**src/rtl/multicycle_control_pkg.sv**
```systemverilog
// Shared definitions for the multi-cycle MicroProcessor control path:
// opcodes, ALU codes, FSM state encodings and datapath select codes.
package multicycle_control_pkg;

    typedef enum logic [3:0] {
        S_FETCH  = 4'd0,
        S_DECODE = 4'd1,
        S_EXEC_R = 4'd2,
        S_WB_ALU = 4'd3,
        S_ADDR   = 4'd4,
        S_MEM_RD = 4'd5,
        S_WB_MEM = 4'd6,
        S_MEM_WR = 4'd7,
        S_BRANCH = 4'd8,
        S_JUMP   = 4'd9,
        S_HALT   = 4'd10
    } state_t;

    localparam logic [3:0] OP_ADDI = 4'b1000;
    localparam logic [3:0] OP_LW   = 4'b1001;
    localparam logic [3:0] OP_SW   = 4'b1010;
    localparam logic [3:0] OP_BEQ  = 4'b1011;
    localparam logic [3:0] OP_BNE  = 4'b1100;
    localparam logic [3:0] OP_JMP  = 4'b1101;
    localparam logic [3:0] OP_NOP  = 4'b1110;
    localparam logic [3:0] OP_HALT = 4'b1111;

    localparam logic [2:0] ALU_ADD = 3'b000;
    localparam logic [2:0] ALU_SUB = 3'b001;
    localparam logic [2:0] ALU_SLL = 3'b010;
    localparam logic [2:0] ALU_SRL = 3'b011;
    localparam logic [2:0] ALU_AND = 3'b100;
    localparam logic [2:0] ALU_OR  = 3'b101;
    localparam logic [2:0] ALU_XOR = 3'b110;
    localparam logic [2:0] ALU_NOT = 3'b111;

    localparam logic [1:0] SRC_B_REG   = 2'b00;
    localparam logic [1:0] SRC_B_ONE   = 2'b01;
    localparam logic [1:0] SRC_B_IMM   = 2'b10;
    localparam logic [1:0] SRC_B_BROFF = 2'b11;

    localparam logic [1:0] PC_SRC_ALU    = 2'b00;
    localparam logic [1:0] PC_SRC_ALUOUT = 2'b01;
    localparam logic [1:0] PC_SRC_JUMP   = 2'b10;

    function automatic logic is_rtype(input logic [3:0] op);
        return !op[3];
    endfunction

endpackage

```
**src/rtl/multicycle_control_alu_op_decoder.sv**
```systemverilog
// Combinational ALU operand/operation selection from the current FSM state
// and the instruction opcode.
module alu_op_decoder
    import multicycle_control_pkg::*;
(
    input  state_t      state,
    input  logic [3:0]  opcode,
    output logic [2:0]  alu_control,
    output logic        alu_src_a,
    output logic [1:0]  alu_src_b
);

    always_comb begin
        alu_control = ALU_ADD;
        alu_src_a   = 1'b0;
        alu_src_b   = SRC_B_REG;
        case (state)
            S_FETCH: begin
                alu_src_b = SRC_B_ONE;
            end
            S_DECODE: begin
                alu_src_b = SRC_B_BROFF;
            end
            S_EXEC_R: begin
                alu_src_a = 1'b1;
                if (is_rtype(opcode)) begin
                    alu_control = opcode[2:0];
                end else begin
                    alu_src_b = SRC_B_IMM;
                end
            end
            S_ADDR: begin
                alu_src_a = 1'b1;
                alu_src_b = SRC_B_IMM;
            end
            S_BRANCH: begin
                alu_src_a   = 1'b1;
                alu_control = ALU_SUB;
            end
            default: begin
            end
        endcase
    end

endmodule

```
**src/rtl/multicycle_control.sv**
```systemverilog
// Multi-cycle sequencer for the 16-bit MicroProcessor: one FSM that drives
// every datapath strobe and select, resolving branches from the ALU zero flag.
module multicycle_control
    import multicycle_control_pkg::*;
#(
    parameter bit HALT_EN = 1'b1
) (
    input  logic        clk,
    input  logic        reset,
    input  logic [3:0]  opcode,
    input  logic        is_zero,
    input  logic        mem_ready,
    output logic [2:0]  alu_control,
    output logic        alu_src_a,
    output logic [1:0]  alu_src_b,
    output logic        i_or_d,
    output logic        mem_read,
    output logic        mem_write,
    output logic        ir_write,
    output logic        pc_write,
    output logic [1:0]  pc_src,
    output logic        reg_write,
    output logic        mem_to_reg,
    output logic        reg_dst,
    output logic        halted,
    output logic [3:0]  state
);

    state_t      state_q;
    state_t      state_next;
    logic [2:0]  dec_alu_control;
    logic        dec_alu_src_a;
    logic [1:0]  dec_alu_src_b;

    alu_op_decoder u_alu_op_decoder (
        .state       (state_q),
        .opcode      (opcode),
        .alu_control (dec_alu_control),
        .alu_src_a   (dec_alu_src_a),
        .alu_src_b   (dec_alu_src_b)
    );

    always_ff @(posedge clk) begin
        if (reset) begin
            state_q <= S_FETCH;
        end else begin
            state_q <= state_next;
        end
    end

    // Memory handshake: mem_read/mem_write is held high as a request for as
    // long as the FSM sits in an access state; the access completes on the
    // cycle mem_ready is high, and only then does the FSM move on.
    always_comb begin
        state_next  = state_q;
        alu_control = dec_alu_control;
        alu_src_a   = dec_alu_src_a;
        alu_src_b   = dec_alu_src_b;
        i_or_d      = 1'b0;
        mem_read    = 1'b0;
        mem_write   = 1'b0;
        ir_write    = 1'b0;
        pc_write    = 1'b0;
        pc_src      = PC_SRC_ALU;
        reg_write   = 1'b0;
        mem_to_reg  = 1'b0;
        reg_dst     = 1'b0;
        halted      = 1'b0;
        case (state_q)
            S_FETCH: begin
                mem_read = 1'b1;
                if (mem_ready) begin
                    ir_write   = 1'b1;
                    pc_write   = 1'b1;
                    state_next = S_DECODE;
                end
            end
            S_DECODE: begin
                if (is_rtype(opcode) || opcode == OP_ADDI) begin
                    state_next = S_EXEC_R;
                end else begin
                    case (opcode)
                        OP_LW, OP_SW:   state_next = S_ADDR;
                        OP_BEQ, OP_BNE: state_next = S_BRANCH;
                        OP_JMP:         state_next = S_JUMP;
                        OP_HALT:        state_next = HALT_EN ? S_HALT : S_FETCH;
                        default:        state_next = S_FETCH;
                    endcase
                end
            end
            S_EXEC_R: state_next = S_WB_ALU;
            S_WB_ALU: begin
                reg_write  = 1'b1;
                reg_dst    = 1'b1;
                state_next = S_FETCH;
            end
            S_ADDR: state_next = (opcode == OP_SW) ? S_MEM_WR : S_MEM_RD;
            S_MEM_RD: begin
                i_or_d   = 1'b1;
                mem_read = 1'b1;
                if (mem_ready) state_next = S_WB_MEM;
            end
            S_WB_MEM: begin
                reg_write  = 1'b1;
                mem_to_reg = 1'b1;
                reg_dst    = 1'b1;
                state_next = S_FETCH;
            end
            S_MEM_WR: begin
                i_or_d    = 1'b1;
                mem_write = 1'b1;
                if (mem_ready) state_next = S_FETCH;
            end
            S_BRANCH: begin
                pc_src     = PC_SRC_ALUOUT;
                pc_write   = (opcode == OP_BEQ) ? is_zero : !is_zero;
                state_next = S_FETCH;
            end
            S_JUMP: begin
                pc_src     = PC_SRC_JUMP;
                pc_write   = 1'b1;
                state_next = S_FETCH;
            end
            S_HALT: begin
                halted     = 1'b1;
                state_next = S_HALT;
            end
            default: state_next = S_FETCH;
        endcase

        // Reset overrides combinationally so an aborted instruction can never
        // complete a write on the reset cycle itself.
        if (reset) begin
            alu_control = ALU_ADD;
            alu_src_a   = 1'b0;
            alu_src_b   = SRC_B_REG;
            i_or_d      = 1'b0;
            mem_read    = 1'b0;
            mem_write   = 1'b0;
            ir_write    = 1'b0;
            pc_write    = 1'b0;
            pc_src      = PC_SRC_ALU;
            reg_write   = 1'b0;
            mem_to_reg  = 1'b0;
            reg_dst     = 1'b0;
            halted      = 1'b0;
        end
    end

    assign state = reset ? 4'd0 : state_q;

endmodule

```
**config.mk**
```make
export PLATFORM = sky130hd
export DESIGN_NAME = multicycle_control
export DESIGN_NICKNAME = d
export VERILOG_FILES = /design/src/rtl/multicycle_control_pkg.sv /design/src/rtl/multicycle_control_alu_op_decoder.sv /design/src/rtl/multicycle_control.sv
export SDC_FILE = /design/constraint.sdc
export NUM_CORES = 1
export LEC_CHECK = 0
export BUFFER_PORTS_ARGS = -buffer_cell sky130_fd_sc_hd__clkbuf_2
export CORE_MARGIN = 5
export CORE_UTILIZATION = 32
export CTS_BUF_LIST = sky130_fd_sc_hd__clkbuf_4 sky130_fd_sc_hd__clkbuf_8
export DETAILED_ROUTE_END_ITERATION = 8
export PLACE_DENSITY = 0.57
export SYNTH_ARGS = -nofsm -noshare
export SYNTH_HDL_FRONTEND = slang
export SYNTH_SLANG_ARGS = --single-unit
```
**constraint.sdc**
```tcl
create_clock -name clk -period 1.6 [get_ports clk]
set_clock_uncertainty 0.05 [all_clocks]
set_input_delay 0.16 -clock clk [delete_from_list [all_inputs] [get_ports clk]]
set_output_delay 0.16 -clock clk [all_outputs]
set_load 0.005 [all_outputs]
```
# [Word level (Yosys, flattened, before mapping)]
# Index checks and enable logic that the tools add are counted.
[totals] register_bits=4 input_bits=8 wordCells=68
[classes] n_eq_ne=20 muxes=36 n_reduce_logical=11
[op_table] operator="$eq 4x4->1 const B" n=10
[op_table] operator="$pmux 4 s7" n=1
[op_table] operator="$mux 4" n=5
[op_table] operator="$mux 1" n=19
[op_table] operator="$eq 4x3->1 const B" n=4
[op_table] operator="$pmux 4 s4" n=1
[op_table] operator="$reduce_or 2->1" n=5
[op_table] operator="$eq 4x2->1 const B" n=2
[op_table] operator="$mux 2" n=4
[op_table] operator="$pmux 2 s4" n=1
[op_table] operator="$mux 3" n=2
[op_table] operator="$ne 2x2->1 const B" n=3
[op_table] operator="$pmux 3 s2" n=1
[op_table] operator="$eq 4x1->1 const B" n=1
[op_table] operator="$logic_not 4->1" n=1
[op_table] operator="$pmux 2 s2" n=1
[op_table] operator="$pmux 1 s3" n=1
[op_table] operator="$reduce_and 3->1" n=1
[op_table] operator="$reduce_or 3->1" n=1
[op_table] operator="$logic_not 1->1" n=2
[op_table] operator="$logic_or 1x1->1" n=1

# [Longest topological paths before layout]
[depth] ltp_word=5 ltp_mapped=5

# [Cells and area by module]
# A second synthesis with hierarchy kept.
[hier_totals] hier_cells=91 area_unflattened_um2=639.4
[by_module_without_submodules] mod="multicycle_control" n_inst=1 cells_per_inst=73 area_each_um2=503.0 seq_area_each_um2=80.1
[by_module_without_submodules] mod="alu_op_decoder" n_inst=1 cells_per_inst=18 area_each_um2=136.4 seq_area_each_um2=0.0

# [Worst setup path before layout]
# OpenSTA, ideal clock, no wires.
[synth_path] kind="register to output" start="register state_q[3]" end="output port alu_control[0]" arrival_ps=1103 path_slack_ps=287 stages_incl_launch_ff=5 n_path_buf=0 path_cell_list="dfxtp_1 > nor2b_1 > nor3b_2 > nor2b_1 > a21o_1"
[synth_between] elab_chain_len=3
[synth_rtl] item="from (decl)" line="multicycle_control.sv:29" text="state_t state_q;"
[synth_rtl] item="from (signal assigned)" line="multicycle_control.sv:47" text="state_q <= state_next;"
[synth_rtl] item="$eq 4x4->1 or $eq 4x2->1 (tied branches)" line="multicycle_control_alu_op_decoder.sv:17" text="case (state)"
[synth_rtl] item="$pmux 3 s2 *" line="multicycle_control_alu_op_decoder.sv:17"
[synth_rtl] item="$mux 3 *" line="multicycle_control.sv:133" text="if (reset) begin"
[synth_rtl] item="to (decl)" line="multicycle_control.sv:13" text="output logic [2:0] alu_control,"
# Every way passes the cells marked *; elsewhere a longest branch is shown, timed or not.

# [Final worst setup path]
# Same ends and word-level chain as after synthesis.

==> metrics.cfg <==
[sta]
tightest_slew_ns=0.300
slew_violations=0
period_needed_ns=1.55
finalCritPeriodShare_pct=97.0
hold_viol_final=0
rsz0062_at_grt=true
final.setup.tns_ns=0
clock.fmax_mhz=644
maxSlewHeadroom_pct=80.0
setup-violations-final=0

[route]
wire_per_inst_um=13.0
postRouteAntennaNets=0
viasPerCell=4.99
drt_iter0_drc=6
dr_total_vias=689
drt_wl_total_mm=1.79
route.detailed.drc=0
dr.pass1.iters=4

[worst_setup_path]
slowest_delay_ns=0.35
cp_num_buf_inv=1
crit_chain=nor2b_4, nor3b_4, nor2b_4, a21o_1, clkbuf_2
cp.required_ns=1.39
worst-setup-path-type=register to output pin
crit_path_end_kind=output pin
slowest_stage=dfxtp_1
path_common_cell=nor2b_4
crit_fanout=3
crit_arrival_ns=1.34
critPathLaunchType=register
path_delay_family=simple AND/OR/NAND/NOR gates

[synthesis]
synth_compound_area_share_pct=22.3
yosys-top-cells-count=nor2b_1, and2_1, nand2b_1, nor3_1
synth_cell_types=39
ys_seq_elements=4
synth_top_family_by_area=simple AND/OR/NAND/NOR gates
async_flop_share_pct=0
synthSimpleGateAreaFrac_pct=46.4
syn_inst=82
yosysMostFrequentCell=nor2b_1
ys_warn_count=0
avgSynthCellArea_um2=7.60
synth_area_um2=623
synth_ff_type=dfxtp_1
synth-edff-count=0
synth_xor_area_share_pct=5.62
synth_top_area_share_pct=12.9
synth-adder-area-share_pct=0
yosysSeqAreaShare_pct=12.9
muxShareOfSynthArea_pct=1.81
synthTopCellsByArea=dfxtp_1, nor2b_1, and2_1
syn_nets=90
yosys.area.top_type=dfxtp_1

[global_routing]
globalRouteMet1Util_pct=14.5
use_met3_pct=1.66
grt_pass1_wl_mm=2.79
grt_pass1_vias=636
grt_max_degree=19
antenna_found_initial=0
use_met2_pct=23.3
grt.total_usage_pct=12.7
grt.busiest_layer=met2
grt_remaining_overflow=0

[power_and_ir_drop]
ir_drop_mv=0.273
power_density_nw_per_um2=507
power.leakage_uw=0.000400
power_uw=459

[cts]
cts_tree=built
root_buffer=clkbuf_4
cts_made_buffers=3
h-tree-depth=1
cts_sinks=4
clk_pin_slew_ns=0.03
post_cts_buffers=0
cts_hold_buf=0
clk_latency_ns=0.24
cts_buffer_depth=2

[hold_path]
hold_class=input pin to register

[floorplan]
die_area_um2=2930
ios=29
initial_core_util_pct=32.8
num_rows=16
die_x_um=54.1
core-area_um2=1900
fp.dieH_um=54.1

[cells_and_area]
reg_top3=state_q: 4 flops
syn_to_final_growth_pct=45.2
fin_util_pct=47.6
largest_reg_flops=4
layout-drive-gt1-share_pct=50.5
n_antenna_cell=0
regMostFlops=state_q
finalNonFillerCells=138
fin_area_um2=905
nNetsFinal=121

[place]
port_buffers=28
place_area_um2=796
placed_cells=135
hpwl_mm=1.38
globalplace.congestion=0.795

[status]
status=complete, no violations

[job]
drv_cap=0

==> through the flow <==
stage / hold WS, ns / setup slack [ns]
floorplan: 0.298 / 0.287
CTS: 0.224 / -0.0248
finish: 0.279 / 0.0476
detailed placement: 0.491 / 0.0448
global placement: 0.485 / 0.0795
global route: 0.287 / -0.0359
==> cell usage in the layout, fill, tap and decap left out, drive strengths merged, types with 3 or more instances in the layout <==
master   n
dfxtp    4
nand2b   5
o21ai    7
nor3     5
and2     5
clkbuf  31
buf      8
xor2     3
nor4b    3
nor2     3
nor2b    6
==> area by class of cell <==
class / instances / area [um2]
tap: 27 / 33.8
inverter: 2 / 7.51
fill: 209 / 997
multi-input combinational: 66 / 547
timing repair buffer: 36 / 208
sequential: 4 / 86.3
clock buffer: 3 / 22.5
==> power by group <==
part	switching, uW	internal, uW	total (uW)	leakage (uW)
clock network	42.8	83.9	127	0.0000138
registers	23.3	108	131	0.0000341
logic	100	101	201	0.000353
==> logic make-up (layout without fill, tap and decap cells) <==
family / after synthesis / count (layout)
AOI/OAI and AO/OA: 19 / 19
xor gates and xnor gates: 4 / 4
buffers and inverters: 12 / 41
DFF: 4 / 4
muxes: 1 / 1
and+or+nand+nor: 42 / 42
==> path summary, 6_finish.rpt <==
kind,from,to,slack (ns),depth (start not counted)
hold reg to reg,state_q[1]$_SDFFE_PP0P_,state_q[1]$_SDFFE_PP0P_,0.58,2
setup / recovery,state_q[3]$_SDFFE_PP0P_,alu_control[0],0.05,5
hold / removal,opcode[3],state_q[3]$_SDFFE_PP0P_,0.28,3
setup reg to reg,state_q[3]$_SDFFE_PP0P_,state_q[0]$_SDFFE_PP0P_,0.14,5
==> layer usage <==
layer | up-vias | routed length, um | part of all wire (%)
met5 | - | 0 | 0
li1 | 355 | - | -
met4 | 0 | 0 | 0
met1 | 318 | 796 | 44
met2 | 16 | 915 | 51
met3 | 0 | 81 | 4.5
==> what timing repair did <==
action	in CTS	in global routing
gates resized for setup	7	12
pin swaps	0	0
setup endpoints to repair	13	10
==> worst register-to-register path: stages (launching register included) <==
cell	delay (ns)
dfxtp_1	0.32
buf_4	0.18
nor4b_4	0.34
a21oi_1	0.07
a21o_1	0.22
o31ai_2	0.20
Power figures use the tool's default switching activity.
